### config.mk
export PLATFORM = sky130hd
export DESIGN_NAME = ysyx_22040237_mem_arb
export DESIGN_NICKNAME = d
export VERILOG_FILES = /design/src/rtl/ysyx_22040237_mem_arb_pkg.sv /design/src/rtl/ysyx_22040237_arb_pick.sv /design/src/rtl/ysyx_22040237_mem_arb.sv
export SDC_FILE = /design/constraint.sdc
export NUM_CORES = 1
export LEC_CHECK = 0
export ABC_CLOCK_PERIOD_IN_PS = 3000
export CAP_MARGIN = 10
export CORE_AREA = 2 2 211 213
export DETAILED_ROUTE_END_ITERATION = 8
export DIE_AREA = 0 0 213 215
export GPL_TIMING_DRIVEN = 0
export HOLD_SLACK_MARGIN = 0.03
export PLACE_DENSITY_LB_ADDON = 0.25
export SYNTH_ARGS = -nofsm -noshare
export SYNTH_HDL_FRONTEND = slang
export SYNTH_SLANG_ARGS = --single-unit
### constraint.sdc
create_clock -name clk -period 3 [get_ports clk]
set_clock_uncertainty 0.2 [all_clocks]
set_input_delay 0.75 -clock clk [delete_from_list [all_inputs] [get_ports clk]]
set_output_delay 0.75 -clock clk [all_outputs]
set_load 0.01 [all_outputs]
### src/rtl/ysyx_22040237_mem_arb_pkg.sv
// rtl/ysyx_22040237_mem_arb_pkg.sv - shared state and owner encodings for the memory arbiter
// Purpose: FSM state encodings and owner codes shared by the arbiter top and winner picker.
// Ports: none (package).
package ysyx_22040237_mem_arb_pkg;

    typedef enum logic [1:0] {
        ST_IDLE = 2'd0,
        ST_REQ  = 2'd1,
        ST_WAIT = 2'd2
    } arb_state_e;

    localparam logic OWNER_IF = 1'b0;
    localparam logic OWNER_LS = 1'b1;

endpackage

### src/rtl/ysyx_22040237_arb_pick.sv
// rtl/ysyx_22040237_arb_pick.sv - combinational winner selection between IF and LS requesters
// Purpose: pick which requester is granted when the arbiter is idle.
// Ports: i_if_valid/i_ls_valid request valids, i_last_grant previous owner,
//        o_winner selected owner code, o_grant_any high when any requester is valid.
module ysyx_22040237_arb_pick
    import ysyx_22040237_mem_arb_pkg::*;
(
    input  logic i_if_valid,
    input  logic i_ls_valid,
    input  logic i_last_grant,
    output logic o_winner,
    output logic o_grant_any
);

    // On contention the requester that did not win last time is chosen. A
    // caller that ties i_last_grant to OWNER_IF therefore gets fixed LS priority.
    always_comb begin
        o_grant_any = i_if_valid | i_ls_valid;
        if (i_if_valid && i_ls_valid) begin
            o_winner = ~i_last_grant;
        end else if (i_ls_valid) begin
            o_winner = OWNER_LS;
        end else begin
            o_winner = OWNER_IF;
        end
    end

endmodule

### src/rtl/ysyx_22040237_mem_arb.sv
// rtl/ysyx_22040237_mem_arb.sv - single-outstanding arbiter sharing one memory port between IF and LS
// Purpose: accept one request at a time from fetch (IF) or load/store (LS), issue it on the
//          memory port, and route the memory response back to the requester that owns it.
// Ports: clk/rst (sync, active-high); if_req_*/if_addr, if_rsp_valid/if_rdata fetch side;
//        ls_req_*/ls_addr/ls_wen/ls_wdata/ls_wmask, ls_rsp_valid/ls_rdata load/store side;
//        mem_req_*/mem_addr/mem_wen/mem_wdata/mem_wmask, mem_rsp_valid/mem_rdata memory side;
//        busy high whenever a transaction is in flight.
// Config: define YSYX_22040237_ARB_RR_EN for round-robin on contention (default: LS priority).
module ysyx_22040237_mem_arb
    import ysyx_22040237_mem_arb_pkg::*;
#(
    parameter int ADDR_W = 64,
    parameter int DATA_W = 64
) (
    input  logic                clk,
    input  logic                rst,

    input  logic                if_req_valid,
    output logic                if_req_ready,
    input  logic [ADDR_W-1:0]   if_addr,
    output logic                if_rsp_valid,
    output logic [DATA_W-1:0]   if_rdata,

    input  logic                ls_req_valid,
    output logic                ls_req_ready,
    input  logic [ADDR_W-1:0]   ls_addr,
    input  logic                ls_wen,
    input  logic [DATA_W-1:0]   ls_wdata,
    input  logic [DATA_W/8-1:0] ls_wmask,
    output logic                ls_rsp_valid,
    output logic [DATA_W-1:0]   ls_rdata,

    output logic                mem_req_valid,
    input  logic                mem_req_ready,
    output logic [ADDR_W-1:0]   mem_addr,
    output logic                mem_wen,
    output logic [DATA_W-1:0]   mem_wdata,
    output logic [DATA_W/8-1:0] mem_wmask,
    input  logic                mem_rsp_valid,
    input  logic [DATA_W-1:0]   mem_rdata,

    output logic                busy
);

    arb_state_e          r_state;
    logic                r_owner;
    logic [ADDR_W-1:0]   r_addr;
    logic                r_wen;
    logic [DATA_W-1:0]   r_wdata;
    logic [DATA_W/8-1:0] r_wmask;

    logic w_winner;
    logic w_grant_any;
    logic w_last_grant;
    logic w_idle;
    logic w_rsp;

    ysyx_22040237_arb_pick u_pick (
        .i_if_valid   (if_req_valid),
        .i_ls_valid   (ls_req_valid),
        .i_last_grant (w_last_grant),
        .o_winner     (w_winner),
        .o_grant_any  (w_grant_any)
    );

`ifdef YSYX_22040237_ARB_RR_EN
    logic r_last_grant;

    always_ff @(posedge clk) begin
        if (rst) begin
            r_last_grant <= OWNER_IF;
        end else if (w_idle && w_grant_any) begin
            r_last_grant <= w_winner;
        end
    end

    assign w_last_grant = r_last_grant;
`else
    // Pinning the picker's history to IF makes it always hand contention to LS.
    assign w_last_grant = OWNER_IF;
`endif

    // Outputs are masked by rst so they read zero in the reset cycle itself,
    // before the registered state has had an edge to clear.
    assign w_idle = (r_state == ST_IDLE) && !rst;
    assign w_rsp  = (r_state == ST_WAIT) && mem_rsp_valid && !rst;

    assign if_req_ready = w_idle && if_req_valid && (w_winner == OWNER_IF);
    assign ls_req_ready = w_idle && ls_req_valid && (w_winner == OWNER_LS);

    assign if_rsp_valid = w_rsp && (r_owner == OWNER_IF);
    assign ls_rsp_valid = w_rsp && (r_owner == OWNER_LS);
    assign if_rdata     = if_rsp_valid ? mem_rdata : '0;
    assign ls_rdata     = ls_rsp_valid ? mem_rdata : '0;

    assign mem_req_valid = (r_state == ST_REQ) && !rst;
    assign busy          = (r_state != ST_IDLE) && !rst;
    assign mem_addr      = rst ? '0 : r_addr;
    assign mem_wen       = rst ? 1'b0 : r_wen;
    assign mem_wdata     = rst ? '0 : r_wdata;
    assign mem_wmask     = rst ? '0 : r_wmask;

    always_ff @(posedge clk) begin
        if (rst) begin
            r_state <= ST_IDLE;
            r_owner <= OWNER_IF;
            r_addr  <= '0;
            r_wen   <= 1'b0;
            r_wdata <= '0;
            r_wmask <= '0;
        end else begin
            case (r_state)
                ST_IDLE: begin
                    if (w_grant_any) begin
                        r_state <= ST_REQ;
                        r_owner <= w_winner;
                        if (w_winner == OWNER_LS) begin
                            r_addr  <= ls_addr;
                            r_wen   <= ls_wen;
                            r_wdata <= ls_wdata;
                            r_wmask <= ls_wmask;
                        end else begin
                            // Fetches are always reads with no byte lanes enabled.
                            r_addr  <= if_addr;
                            r_wen   <= 1'b0;
                            r_wdata <= '0;
                            r_wmask <= '0;
                        end
                    end
                end
                ST_REQ: begin
                    if (mem_req_ready) begin
                        r_state <= ST_WAIT;
                    end
                end
                ST_WAIT: begin
                    if (mem_rsp_valid) begin
                        r_state <= ST_IDLE;
                    end
                end
                default: begin
                    r_state <= ST_IDLE;
                end
            endcase
        end
    end

endmodule

* Yosys cells after proc, flatten, opt, wreduce, memory -nomap -nowiden
Cells that the tools add are included.
Cells by class: mux-type cells 16, reduce and logical (&&, ||, !) cells 17, equality and inequality tests 5, bitwise logic cells 3
Operators by type and width (count):
- $mux 64 | 6
- $mux 8 | 2
- $logic_and 1x1->1 | 12
- $mux 2 | 3
- $pmux 2 s3 | 1
- $mux 1 | 4
- $ne 2x2->1 const B | 2
- $reduce_and 3->1 | 1
- $eq 2x1->1 const B | 1
- $eq 2x2->1 const B | 1
- $logic_not 2->1 | 1
- $ne 2x1->1 const B | 1
- $not 1->1 | 2
- $reduce_and 2->1 | 1
- $reduce_bool 2->1 | 1
- $logic_not 1->1 | 1
- $or 1x1->1 | 1
Storage, ports and cells: output and inout bits 271, word-level logic and storage cells 47, register bits after elaboration 140, input port bits 271

* Logic depth before layout (Yosys ltp)
Gate-level depths: netlist of the first run.
word-level depth 5, mapped depth 6, gate-level depth less buffers 3

* Cells and area by module
From an unflattened synthesis of the first run, not the netlist that was laid out.
Second synthesis, totals: cells, all modules 1000, area, all modules 9027.4 um^2
Modules (own cells, without submodules):
- ysyx_22040237_mem_arb | area each 9013.6 um^2, times used 1, cells an instance 998, seq. area each 2802.7 um^2
- ysyx_22040237_arb_pick | area each 13.8 um^2, times used 1, cells an instance 2, seq. area each 0.0 um^2

* Worst setup path after synthesis of the first run
Ideal clock, no wire load.
path kind input to output, start input rst, end output mem_req_valid, slack 315 ps, arrival time 1735 ps, data required time 2050 ps, buffers on the path 4, cell stages on the path 5, cells stage by stage buf_2 -> clkbuf_2 -> buf_2 -> buf_2 -> nor3b_1
Between the ends: longest elaborated chain between the ends 2
Ends and longest elaborated chain:
- start, declared | line ysyx_22040237_mem_arb.sv:16 | input logic rst,
- $logic_not 1->1 | line ysyx_22040237_mem_arb.sv:96 | assign mem_req_valid = (r_state == ST_REQ) && !rst;
- $logic_and 1x1->1 | line ysyx_22040237_mem_arb.sv:96
- end, declared | line ysyx_22040237_mem_arb.sv:33 | output logic mem_req_valid,
No other way between the ends.

* Final worst setup path of the first run
start input mem_rsp_valid, end output ls_rdata[15]
Between the ends: longest elaborated chain between the ends 4
Ends and longest elaborated chain:
- start, declared | line ysyx_22040237_mem_arb.sv:39 | input logic mem_rsp_valid,
- $logic_and 1x1->1 (2 in a row) | line ysyx_22040237_mem_arb.sv:86 | assign w_rsp = (r_state == ST_WAIT) && mem_rsp_valid && !rst;
- $logic_and 1x1->1 | line ysyx_22040237_mem_arb.sv:92 | assign ls_rsp_valid = w_rsp && (r_owner == OWNER_LS);
- $mux 64 | line ysyx_22040237_mem_arb.sv:94 | assign ls_rdata = ls_rsp_valid ? mem_rdata : '0;
- end, declared | line ysyx_22040237_mem_arb.sv:31 | output logic [DATA_W-1:0] ls_rdata,
No other way between the ends.

==> metrics.yaml, run 1 <==
status: "finished with violations"
violations: "setup timing"
relSlewSlack_pct: 59.7
drive_gt1_share_pct: 19.8
ys_warn_count: 0
synthesis.area_um2: 7390
die_w_um: 213
rsz0062_at_grt: "true"
vias_per_cell: 4.00
drt_pre_antenna_iters: 4
vias: 7782
synth.distinct_cells: 26
place.port_buffers: 540
placedInstanceArea_um2: 13500
worst_hold_path_type: "register to register"
antenna_found_initial: 7
peakVddDrop_mv: 0.366
cp.required_ns: 2.05
areaGrowthSynthToFinish_pct: 87.7
cp_max_fo: 10
finalCritPeriodShare_pct: 100
dpl_worst_slack_ns: -0.915
cts_buffer_depth: 2
synth_edf_count: 0
grt_pass1_vias: 8082
cts_buffers: 17
startpoint_type: "input pin"
synthCells: 770
dieArea_um2: 45800
synth_flop_cell: "dfxtp_1"
final_util_pct: 31.8
p_leak_uw: 0.00603
ys_ff_latch: 140
critical_path_class: "input pin to output port"
root_buffer: "clkbuf_16"
start_util_pct: 16.9
insertion_delay_ns: 0.42
layout_commonest_cell: "clkdlybuf4s50_1"
min_period_ns: 3.00
arrival_ns: 2.05
total_power_uw: 5660
hold_viol_final: 0
avgSynthCellArea_um2: 9.60
cap_violations: 0
cts_tree: "yes"
final_max_slew_viol_count: 0
end_kind: "output port"
worstMarginPinSlew_ns: 0.605
stdcell_count: 1946
max_freq_mhz: 333
cts.sink_count: 140
nets: 1605
fill_cells: 4647
die_h_um: 215
overflow: 0
synth_nets: 1041
clkTransAtPathRegs_ns: 0.06
drc_errors: 0
gp_congestion: 0.825
async_flop_share_pct: 0
coreArea_um2: 43600
htree_levels: 4
grt_util_all_layers_pct: 15.5
io_pins: 542
fin_area_um2: 13900
wl_per_cell_um: 18.9
setup_violations: 1
grt_max_degree: 20
antenna_left: 0
grt_pass1_wl_um: 52100
worst_slack_ns: -0.000211
final_cell_mix: "344 x clkdlybuf4s50_1, 138 x dfxtp_1, 137 x nor2b_1"
power.density_nw_per_um2: 408
multiInputGateArea_um2: 4170
rows: 77
dp_hpwl_um: 29400
synth_seq_area_share_pct: 37.9
drt_first_iter_violations: 284
seq_area_um2: 2810
dp.cells: 1902
routed_wl_um: 36900
==> path summary, 6_finish.rpt <==
| path | startpoint | endpoint | slack (ns) | cells past startpoint |
|---|---|---|---|---|
| hold reg to reg | r_addr[30] | r_addr[30] | 0.31 | 2 |
| setup / recovery | mem_rsp_valid | ls_rdata[15] | -0.0002 | 7 |
| setup reg to reg | r_state[1] | r_wdata[57] | 1.21 | 6 |
| hold / removal | r_addr[30] | r_addr[30] | 0.31 | 2 |
==> report_power, final <==
group	switching (µW)	internal (µW)
clock network	924	1190
logic	655	789
registers	63.8	2030
==> timing repair <==
action / 4_1_cts / 5_1_grt
setup buffers: 2 / 0
hold buffers: 0 / 0
setup endpoints to repair: 264 / 90
pin swaps: 1 / 0
gates resized for setup: 447 / 53
cloned: 4 / 0
==> worst max-delay path, cell delays in order <==
cell	delay, ns
dlygate4sd2_1	0.21
nor3b_2	0.19
and3_4	0.23
buf_8	0.13
clkbuf_8	0.16
and2_1	0.12
dlygate4sd2_1	0.26
==> cell families (layout without fill, tap and decap cells) <==
group | count (synthesis) | in the layout | share of synthesized area (%)
AO/OA/AOI/OAI | 204 | 204 | 23.8
flip-flops | 140 | 140 | 37.9
AND/OR/NAND/NOR | 280 | 280 | 23.8
other | 0 | 7 | 0
buffers and inverters | 82 | 659 | 5.84
multiplexers | 64 | 64 | 8.66
==> flip-flops by register name, summed over array words and instances, names as in the netlist <==
name     count
r_addr      64
r_wdata     64
r_wmask      8
r_state      2
r_owner      1
r_wen        1
==> Yosys cell counts (4+ instances only) <==
cell type	number	share of area (%)
dfxtp_1	140	38
nor2b_1	137	12
and2_1	129	11
a22o_1	73	8.6
a21oi_1	66	4.5
mux2i_1	64	8.7
a211oi_2	60	10
buf_2	37	2.5
clkbuf_1	17	0.86
buf_4	15	1.5
clkbuf_2	11	0.74
a211oi_1	4	0.41
==> stage by stage <==
stage / setup TNS, ns / hold slack, ns
detailed placement: -139.97 / 0.307
global route: -0.863 / 0.343
finish: -0.000211 / 0.311
floorplan: 0 / 0.267
global placement: -141.06 / 0.300
CTS: 0 / 0.313
==> metal layers <==
metal,wire [µm],track usage (%)
met3,2360,3.33
met2,19200,28.5
met4,733,5.31
met1,14600,17.3
met5,0,0
==> layout make-up <==
type / instances / share of cell area [%]
well taps: 592 / 5.34
diodes: 7 / 0.126
flip-flops and latches: 140 / 20.2
clock inverters: 12 / 0.830
inverters: 1 / 0.0271
clock buffers: 20 / 3.29
plain buffers: 80 / 4.50
repair buffers: 546 / 35.6
multi-input cells: 548 / 30.1
Note: power is estimated with default switching activity, not from simulation.
==> run 2: changes to the inputs <==
--- a/config.mk
+++ b/config.mk
@@ -13,6 +13,7 @@
 export GPL_TIMING_DRIVEN = 0
 export HOLD_SLACK_MARGIN = 0.03
 export PLACE_DENSITY_LB_ADDON = 0.25
+export SKIP_LAST_GASP = 1
 export SYNTH_ARGS = -nofsm -noshare
 export SYNTH_HDL_FRONTEND = slang
 export SYNTH_SLANG_ARGS = --single-unit
==> run 2 against run 1 <==
Against the previous run:
- the run now ends clean
- core utilization about the same
- critical path depth unchanged
- clock-buffer cell count did not move
- largest cell class unchanged
==> metrics.yaml, run 2 (same netlist as run 1, synthesis figures left out) <==
status: "completed"
vias: 7796
r2r_slack_ns: 1.20
placedInstanceArea_um2: 13500
htree_levels: 4
tns_ns: 0
cp_slowest_cell: "dlygate4sd2_1"
gp_congestion: 0.825
place.port_buffers: 540
worstMarginPinSlew_ns: 0.605
startpoint_type: "input pin"
peakVddDrop_mv: 0.369
cp_common_cell: "dlygate4sd2_1"
stdcell_count: 1946
grt_max_degree: 20
cp_top_family: "buffers and inverters"
areaGrowthSynthToFinish_pct: 87.6
hold_viol_final: 0
setup_violations: 0
min_period_ns: 2.99
start_util_pct: 16.9
worst_slack_ns: 0.00665
ctsHoldBuffers: 0
drt_first_iter_violations: 301
cts_buffer_depth: 2
dieArea_um2: 45800
nets: 1604
max_stage_delay_ns: 0.26
cp.required_ns: 2.05
routed_wl_um: 36900
drc_errors: 0
dp.cells: 1902
cts_tree: "yes"
rows: 77
grt_util_all_layers_pct: 15.5
wl_per_cell_um: 19.0
worst_hold_path_type: "register to register"
max_freq_mhz: 334
fin_area_um2: 13900
antenna_found_initial: 7
insertion_delay_ns: 0.43
vias_per_cell: 4.01
clkTransAtPathRegs_ns: 0.06
drt_pre_antenna_iters: 4
critical_path_class: "input pin to output port"
arrival_ns: 2.04
finalCritPeriodShare_pct: 99.8
dpl_worst_slack_ns: -0.915
layout_commonest_cell: "clkdlybuf4s50_1"
final_max_slew_viol_count: 0
final_cell_mix: "344 x clkdlybuf4s50_1, 138 x dfxtp_1, 137 x nor2b_1"
coreArea_um2: 43600
end_kind: "output port"
power.density_nw_per_um2: 408
rsz0062_at_grt: "true"
relSlewSlack_pct: 59.7
drive_gt1_share_pct: 19.8
crit_chain: "dlygate4sd2_1 -> nor3b_2 -> and3_4 -> buf_8 -> clkbuf_8 -> and2_1 -> dlygate4sd2_1"
grt_pass1_vias: 8077
cts_buffers: 17
antenna_left: 0
die_h_um: 215
dp_hpwl_um: 29400
cts.sink_count: 140
cp_max_fo: 10
top_regs: "r_addr x64, r_wdata x64, r_wmask x8"
cap_violations: 0
final_util_pct: 31.8
p_leak_uw: 0.00604
die_w_um: 213
overflow: 0
root_buffer: "clkbuf_16"
critPathBufInv: 4
io_pins: 542
grt_pass1_wl_um: 52100
[run 2: changes by cell type in the layout (fill, tap and decap cells not counted), sizes merged]
cell / before / now
dlymetal6s2s: 0 / 1
dlygate4sd1: 1 / 0
diode: 7 / 8
buf: 106 / 105
[run 2: repair_timing]
| item | CTS | global route |
|---|---|---|
| cloned | 4 | 0 |
| setup endpoints to repair | 264 | 111 |
| setup buffers | 2 | 0 |
| pin swaps | 1 | 0 |
| resized for setup | 443 | 56 |
[run 2: routing by layer]
metal  GRT usage [%]  part of all wire [%]  routed length, µm
met2            28.5                    52              19200
met4            5.31                   2.0                725
met5               0                     0                  0
met1            17.3                    40              14600
met3            3.33                   6.4               2350
[run 2: cell type report]
cell class,instances,area (µm²)
Buffer,79,617
Antenna cell,8,20.0
Fill cell,4644,29800
Inverter,1,3.75
Clock inverter,12,115
Multi-Input combinational cell,548,4170
Timing Repair Buffer,546,4940
Sequential cell,140,2810
Tap cell,592,741
Clock buffer,20,457
[run 2: power by group]
group          internal (µW)  switching, µW
combinational            787            655
sequential              2030           64.0
clock                   1190            926
[run 2: worst reg2reg max path, delay by kind of cell, from the launching register on]
| family | cells | cell delay, ns |
|---|---|---|
| compound gates | 1 | 0.18 |
| buf+inv | 3 | 0.75 |
| flops | 1 | 0.43 |
| simple gates | 2 | 0.19 |
[run 2: metrics by stage]
stage	hold WS (ns)	total power (µW)
floorplan	0.267	2820
global placement	0.300	3620
detailed placement	0.307	3630
CTS	0.313	5760
global route	0.343	5950
finish	0.311	5660
[run 2: final timing paths]
check / startpoint / endpoint / depth (start not counted)
worst max-delay path: mem_rsp_valid / ls_rdata[15] / 7
worst min-delay path: r_addr[30] / r_addr[30] / 2
worst max register to register: r_state[1] / r_wdata[57] / 6
worst min register to register: r_addr[30] / r_addr[30] / 2
==> run 3: changes to the inputs <==
--- a/config.mk
+++ b/config.mk
@@ -8,6 +8,7 @@
 export ABC_CLOCK_PERIOD_IN_PS = 3000
 export CAP_MARGIN = 10
 export CORE_AREA = 2 2 211 213
+export CTS_BUF_LIST = sky130_fd_sc_hd__clkbuf_8
 export DETAILED_ROUTE_END_ITERATION = 8
 export DIE_AREA = 0 0 213 215
 export GPL_TIMING_DRIVEN = 0
@@ -17,3 +18,4 @@
 export SYNTH_ARGS = -nofsm -noshare
 export SYNTH_HDL_FRONTEND = slang
 export SYNTH_SLANG_ARGS = --single-unit
+export TNS_END_PERCENT = 100
==> run 3 against run 2 <==
Against the previous run:
- hold slack better by 0.0027 ns
- core utilization down 0.44 points
- power down 10%
- worst setup slack about the same
- critical path type unchanged
- critical endpoint unchanged
==> metrics.yaml, run 3 (same netlist as run 1, synthesis figures left out) <==
status: "completed"
critical_path_class: "input pin to output port"
place.port_buffers: 540
clkTransAtPathRegs_ns: 0.08
antenna_left: 0
cp_max_fo: 10
layout_commonest_cell: "clkdlybuf4s50_1"
vias: 7777
stdcell_count: 1946
finalCritPeriodShare_pct: 99.8
top_regs: "r_addr x64, r_wdata x64, r_wmask x8"
root_buffer: "clkbuf_8"
worst_slack_ns: 0.00676
insertion_delay_ns: 0.45
nets: 1604
rsz0062_at_grt: "true"
cap_violations: 0
fill_cells: 4669
p_leak_uw: 0.00595
rr_endpoint: "r_wdata[57]"
start_util_pct: 16.9
final_util_pct: 31.3
peakVddDrop_mv: 0.223
grt_pass1_vias: 8073
die_h_um: 215
hold_end: "r_addr[30]"
routed_wl_um: 36800
total_power_uw: 5090
cp_common_cell: "dlygate4sd2_1"
worst_hold_path_type: "register to register"
wl_per_cell_um: 18.9
max_stage_delay_ns: 0.26
arrival_ns: 2.04
p_comb_share_pct: 28.3
crit_chain: "dlygate4sd2_1 -> nor3b_2 -> and3_4 -> buf_8 -> clkbuf_8 -> and2_1 -> dlygate4sd2_1"
max_freq_mhz: 334
pwr-share-clk_pct: 30.6
p_sw_uw: 1570
drive_gt1_share_pct: 19.8
power.density_nw_per_um2: 372
overflow: 0
final_max_slew_viol_count: 0
hold_start: "r_addr[30]"
io_pins: 542
antenna_found_initial: 7
drc_errors: 0
end_kind: "output port"
htree_levels: 4
netSwitchingFraction_pct: 30.9
drt_first_iter_violations: 313
dp_hpwl_um: 29400
cts_buffer_depth: 2
die_w_um: 213
min_period_ns: 2.99
setup_violations: 0
worstMarginPinSlew_ns: 0.585
areaGrowthSynthToFinish_pct: 85.1
placedInstanceArea_um2: 13500
dieArea_um2: 45800
p_seq_share_pct: 41.1
drt_pre_antenna_iters: 4
worstRegToRegCells: 6
critPathBufInv: 4
rows: 77
gp_congestion: 0.825
coreArea_um2: 43600
startpoint_type: "input pin"
grt_max_degree: 20
internal_power_uw: 3520
dpl_worst_slack_ns: -0.915
r2r_slack_ns: 1.20
grt_pass1_wl_um: 52100
cp_top_family: "buffers and inverters"
dp.cells: 1902
cts_buffers: 17
relSlewSlack_pct: 61.0
hold_viol_final: 0
grt_util_all_layers_pct: 15.4
cp_slowest_cell: "dlygate4sd2_1"
hold_path_depth: 2
cts.sink_count: 140
ctsHoldBuffers: 0
fin_area_um2: 13700
vias_per_cell: 4.00
cts_tree: "yes"
final_cell_mix: "344 x clkdlybuf4s50_1, 138 x dfxtp_1, 137 x nor2b_1"
rr_startpoint: "r_state[1]"
cp.required_ns: 2.05
## run 3: cell types whose count changed in the layout (fill, tap and decap cells not counted)
cell,before,now
clkbuf_1,7,6
clkbuf_8,15,32
clkbuf_16,18,1
inv_1,1,2
## run 3: metal layers
layer / up-vias / routed length (µm) / global-route usage, %
li1: 3819 / - / -
met1: 3641 / 14400 / 17.1
met2: 295 / 19200 / 28.6
met3: 22 / 2410 / 3.30
met4: 0 / 807 / 5.34
met5: - / 0 / 0
## run 3: layout make-up
class / count / area [µm²] / area share [%]
multi-input combinational: 548 / 4170 / 30.5
clock buffer: 19 / 262 / 1.91
timing repair buffer: 546 / 4940 / 36.1
clock inverter: 13 / 119 / 0.869
buffer: 79 / 617 / 4.51
tap: 592 / 741 / 5.41
antenna: 8 / 20.0 / 0.146
sequential: 140 / 2810 / 20.5
inverter: 1 / 3.75 / 0.0274
## run 3: metrics by stage
stage,TNS [ns],hold WS [ns]
3_3_place_gp,-141.06,0.300
4_1_cts,-0.274,0.316
5_1_grt,-0.863,0.346
2_1_floorplan,0,0.267
6_report,0,0.314
3_5_place_dp,-139.97,0.307
## run 3: worst max-delay path by stage
| stage | depth (start not counted) | startpoint | to | slack, ns |
|---|---|---|---|---|
| after floorplan | 5 | rst | mem_req_valid | 0.32 |
| after global placement | 5 | rst | mem_addr[26] | -0.87 |
| after detailed placement | 5 | rst | mem_addr[26] | -0.92 |
| after CTS | 5 | rst | mem_addr[26] | -0.07 |
| after global routing | 7 | mem_rsp_valid | ls_rdata[28] | -0.05 |
| final | 7 | mem_rsp_valid | ls_rdata[15] | 0.007 |
## run 3: what timing repair did
action | in CTS | in global routing
buffers inserted | 2 | 0
pin swaps | 1 | 0
gates cloned | 4 | 0
setup endpoints to repair | 264 | 110
gates resized for setup | 443 | 56
## run 3: power groups by stage
| stage | clock [µW] | sequential, µW | combinational, µW |
|---|---|---|---|
| 2_1_floorplan | 0 | 2110 | 704 |
| 3_3_place_gp | 0 | 2130 | 1490 |
| 3_5_place_dp | 0 | 2130 | 1500 |
| 4_1_cts | 1640 | 2090 | 1470 |
| 5_1_grt | 1710 | 2110 | 1560 |
| 6_report | 1560 | 2090 | 1440 |
## run 3: worst min-delay path: stages, from the launching register on
cell and delay, ns:
dfxtp_1 0.31, a21oi_1 0.11, a211oi_1 0.05
==> patch 1: new RTL, settings of run 1 <==
Set the parameter `DATA_W` to 32 (it was 64).
--- a/src/rtl/ysyx_22040237_mem_arb.sv
+++ b/src/rtl/ysyx_22040237_mem_arb.sv
@@ -12,3 +12,3 @@
     parameter int ADDR_W = 64,
-    parameter int DATA_W = 64
+    parameter int DATA_W = 32
 ) (
Interface: changed (7 resized); port bits go from 542 to 374. The function was not compared with the original's and may differ.
==> patch 1 against run 1 <==
Synthesized area down 24%. Sequential cell count down 36. Core utilization down 7.8 points. Routed wire length down 30%. Non-clock buffer count down 188. Total power down 28%. Clock power down 37%. Worst setup slack better by 36 ps. Die area unchanged. Design area down 24%. Global-route usage down 4.7 points. Critical path type unchanged. Highest routed layer is now met5.
==> patch 1: results (changes against run 1) <==
- Outcome: finished, final reports clean (was finished, violations left).
* Clock buffer instance count of the final layout: 10 (was 20)
- The slew at the pin closest to its max-slew limit is 811 ps (was 605 ps).
- The clock insertion delay at the later pin of the skew report was 360 ps (was 420 ps).
- The quantity of I/O buffers inserted on ports came to 372 (was 540).
* GRT Total Usage: 10.8% (was 15.5%)
- The number of vias in the routed layout came to 5716 (was 7782).
* Worst setup slack for register-to-register paths: 1130 ps (was 1210 ps)
- The fraction of area in registers came to 19.9% (was 20.2%).
* Top cell types by occurrence after synthesis: sky130_fd_sc_hd__dfxtp_1, sky130_fd_sc_hd__nor2b_1, sky130_fd_sc_hd__a21oi_1 (was sky130_fd_sc_hd__dfxtp_1, sky130_fd_sc_hd__nor2b_1, sky130_fd_sc_hd__and2_1)
- CP endpoint: ls_rdata[12] (was ls_rdata[15])
* Buffer share of cell area: 39.1% (was 40.1%)
* Synth Net Count: 781 (was 1041)
- Met1 Track Usage GR: 12.3% (was 17.3%)
- Fillers: 4808 (was 4647)
- Post-Place Cell Area: 10100 sq um (was 13500 sq um)
- Synth area leaders: sky130_fd_sc_hd__dfxtp_1, sky130_fd_sc_hd__a211oi_2, sky130_fd_sc_hd__mux2i_1 (was sky130_fd_sc_hd__dfxtp_1, sky130_fd_sc_hd__nor2b_1, sky130_fd_sc_hd__and2_1)
* Fraction of area in clock buffers and inverters: 3.05% (was 4.12%)
- Cell count after placement: 1542 (was 1902)
- Depth of the most critical reg-to-reg path: 5 (was 6)
- The initial antenna violation count was 1 (was 7).
- Number of CTS-inserted buffers: 9 (was 17)
* Diode insertion count for antenna repair: 0 (was 7)
* Met3 usage in global routing: 3.17% (was 3.33%)
* Net count of the finished layout: 1169 (was 1605)
* Count of multi-input gates: 412 (was 548)
- Synthesized netlist cell count: 578 (was 770)
- The compound-cell area share of the yosys netlist was 25.7% (was 23.8%).
* Vias in the first global route: 5862 (was 8082)
- The highest metal layer with signal wires is met5 (was met4).
- The count of non-filler cells in the finished layout was 1563 (was 1946).
- The met2 track utilization from global routing is 19.5% (was 28.5%).
* Leakage: 0.00454 uW (was 0.00603 uW)
- Largest registers ranked by flip-flop count: r_addr x64, r_wdata x32, r_wmask x4 (was r_addr x64, r_wdata x64, r_wmask x8)
* Clock-pin slew on the worst setup and hold paths: 80 ps (was 60 ps)
- Top fanout value on the critical path: 5 (was 10)
* Maximum level of the CTS H-tree: 3 (was 4)
- The growth of design area from synthesis to finish came to 86.5% (was 87.7%).
* First-pass GRT wire length: 36.8 mm (was 52.1 mm)
- The met1 layer wirelength in the final routing was 10.5 mm (was 14.6 mm).
- The worst slack at placement was -1080 ps (was -915 ps).
## patch 1: cell types whose count changed in the layout (fill, tap and decap cells not counted), moves of 9 or more
cell                              before  now
sky130_fd_sc_hd__and2_1              128   63
sky130_fd_sc_hd__clkbuf_8             15    4
sky130_fd_sc_hd__dlymetal6s2s_1        0   14
sky130_fd_sc_hd__clkbuf_16            18    9
sky130_fd_sc_hd__clkdlybuf4s15_1       5   22
sky130_fd_sc_hd__buf_2                78   24
sky130_fd_sc_hd__a22o_1               73   37
sky130_fd_sc_hd__dfxtp_1             138  103
sky130_fd_sc_hd__nor2b_1             137  101
sky130_fd_sc_hd__dlygate4sd2_1       103   85
sky130_fd_sc_hd__clkbuf_2             34    7
sky130_fd_sc_hd__clkdlybuf4s50_1     344  240
sky130_fd_sc_hd__buf_6                 7   17
## patch 1: power groups by stage
stage	registers (uW)	logic [uW]	clock network, uW
floorplan	1590	605	0
global placement	1600	1230	0
detailed placement	1610	1230	0
CTS	1580	1210	1400
global route	1600	1280	1450
finish	1580	1180	1340
==> patch 2: new RTL, config.mk and constraints of run 1 <==
Without the edit above. The 3 states of `arb_state_e` get a one-hot encoding in 3 bits.
--- a/src/rtl/ysyx_22040237_mem_arb_pkg.sv
+++ b/src/rtl/ysyx_22040237_mem_arb_pkg.sv
@@ -5,6 +5,6 @@
 
-    typedef enum logic [1:0] {
-        ST_IDLE = 2'd0,
-        ST_REQ  = 2'd1,
-        ST_WAIT = 2'd2
+    typedef enum logic [2:0] {
+        ST_IDLE = 3'b001,
+        ST_REQ  = 3'b010,
+        ST_WAIT = 3'b100
     } arb_state_e;
Check against the original RTL: no difference found for any inputs over 4 cycles, from zero or initial values and one cycle with rst high; so few cycles prove little.
==> patch 2 against run 1 <==
The run still ends with negative setup slack left. Worst setup slack worse by 63 ps. Sequential cell count increased by 1. Routed wire length rose by 5.5%. Die area unchanged. Design area is 3.1% higher. Register-to-register slack worse by 660 ps. Total power is 0.28% higher. Count of clock-buffer cells in the layout decreased by 2. Synthesized area is 4.1% lower.
==> patch 2: results (changes against run 1) <==
* Summed area of non-filler cells in the final layout: 14300 sq um (was 13900 sq um)
* Synth cell types: 27 (was 26)
- The kind of cell adding the most delay to the critical path is simple AND/OR/NAND/NOR gates (was buffers and inverters).
* IR drop worst, VDD: 0.388 mV (was 0.366 mV)
* Post-Place Cell Area: 13200 sq um (was 13500 sq um)
- The clock insertion delay at the later pin of the skew report came to 440 ps (was 420 ps).
- The placed cell count came to 1908 (was 1902).
* Largest stage delay on the critical path: 280 ps (was 260 ps)
* Number of DRC markers in iteration 0: 295 (was 284)
- Buffer share of cell area: 42.0% (was 40.1%)
- The leakage component of the power was 0.00673 uW (was 0.00603 uW).
- The number of clock sinks was 141 (was 140).
- The multi-input gate share of the layout cell area was 28.7% (was 30.1%).
- Worst slack, placed: -1860 ps (was -915 ps)
- The half-perimeter wire length of the detailed placement result was 30.7 mm (was 29.4 mm).
- Antenna violations before repair: 13 (was 7)
- The wire length per cell was 19.7 um (was 18.9 um).
- Placer congestion estimate: 0.824 (was 0.825)
- Post-route insts no fill: 1970 (was 1946)
* First-pass GRT wire length: 54.1 mm (was 52.1 mm)
- Total of plain and repair buffers excluding clock buffers: 642 (was 626)
- Violations in the final reports: negative setup slack (unchanged).
- Sequential fraction of the synthesis area: 39.8% (was 37.9%)
* Final hold slack: 274 ps (was 311 ps)
- Post CTS Setup Buffer Count: 16 (was 2)
- The number of multi-input combinational cells in the layout came to 552 (was 548).
- The mean post-synth cell area is 9.13 sq um (was 9.60 sq um).
- Worst setup slack for register-to-register paths: 550 ps (was 1210 ps)
* GRT Total Usage: 16.2% (was 15.5%)
- Final Worst Setup Slack: -63.1 ps (was -0.211 ps)
- Outcome: finished, violations left (unchanged)
- Synth Net Count: 1047 (was 1041)
- Fillers: 4617 (was 4647)
* Final setup vio count: 21 (was 1)
- Top fanout value on the critical path: 5 (was 10)
- Fraction of area in clock buffers and inverters: 4.17% (was 4.12%)
- Synthesized netlist cell count: 776 (was 770)
- Vias in the first global route: 8203 (was 8082)
-- patch 2: power by group --
group | internal, uW | total, uW | switching (uW)
Sequential | 2050 | 2080 | 36.4
Combinational | 744 | 1390 | 642
Clock | 1260 | 2200 | 942
-- patch 2: routing by layer --
layer,part of all wire [%],wire length [um],GRT usage (%),up-vias
li1,-,-,-,3878
met1,37,14500,16.6,3822
met2,54,21100,30.5,316
met3,5.9,2290,3.46,34
met4,2.3,903,8.51,0
met5,0,0,0,-
-- patch 2: final timing paths --
path	startpoint	to	cells past startpoint
min reg2reg	r_state[0]$_SDFFE_PP1P_	r_state[2]$_SDFFE_PP0P_	1
max reg2reg	r_state[0]$_SDFFE_PP1P_	r_wdata[49]$_SDFFE_PP0P_	7
max	rst	if_rdata[7]	9
min	r_state[0]$_SDFFE_PP1P_	r_state[2]$_SDFFE_PP0P_	1
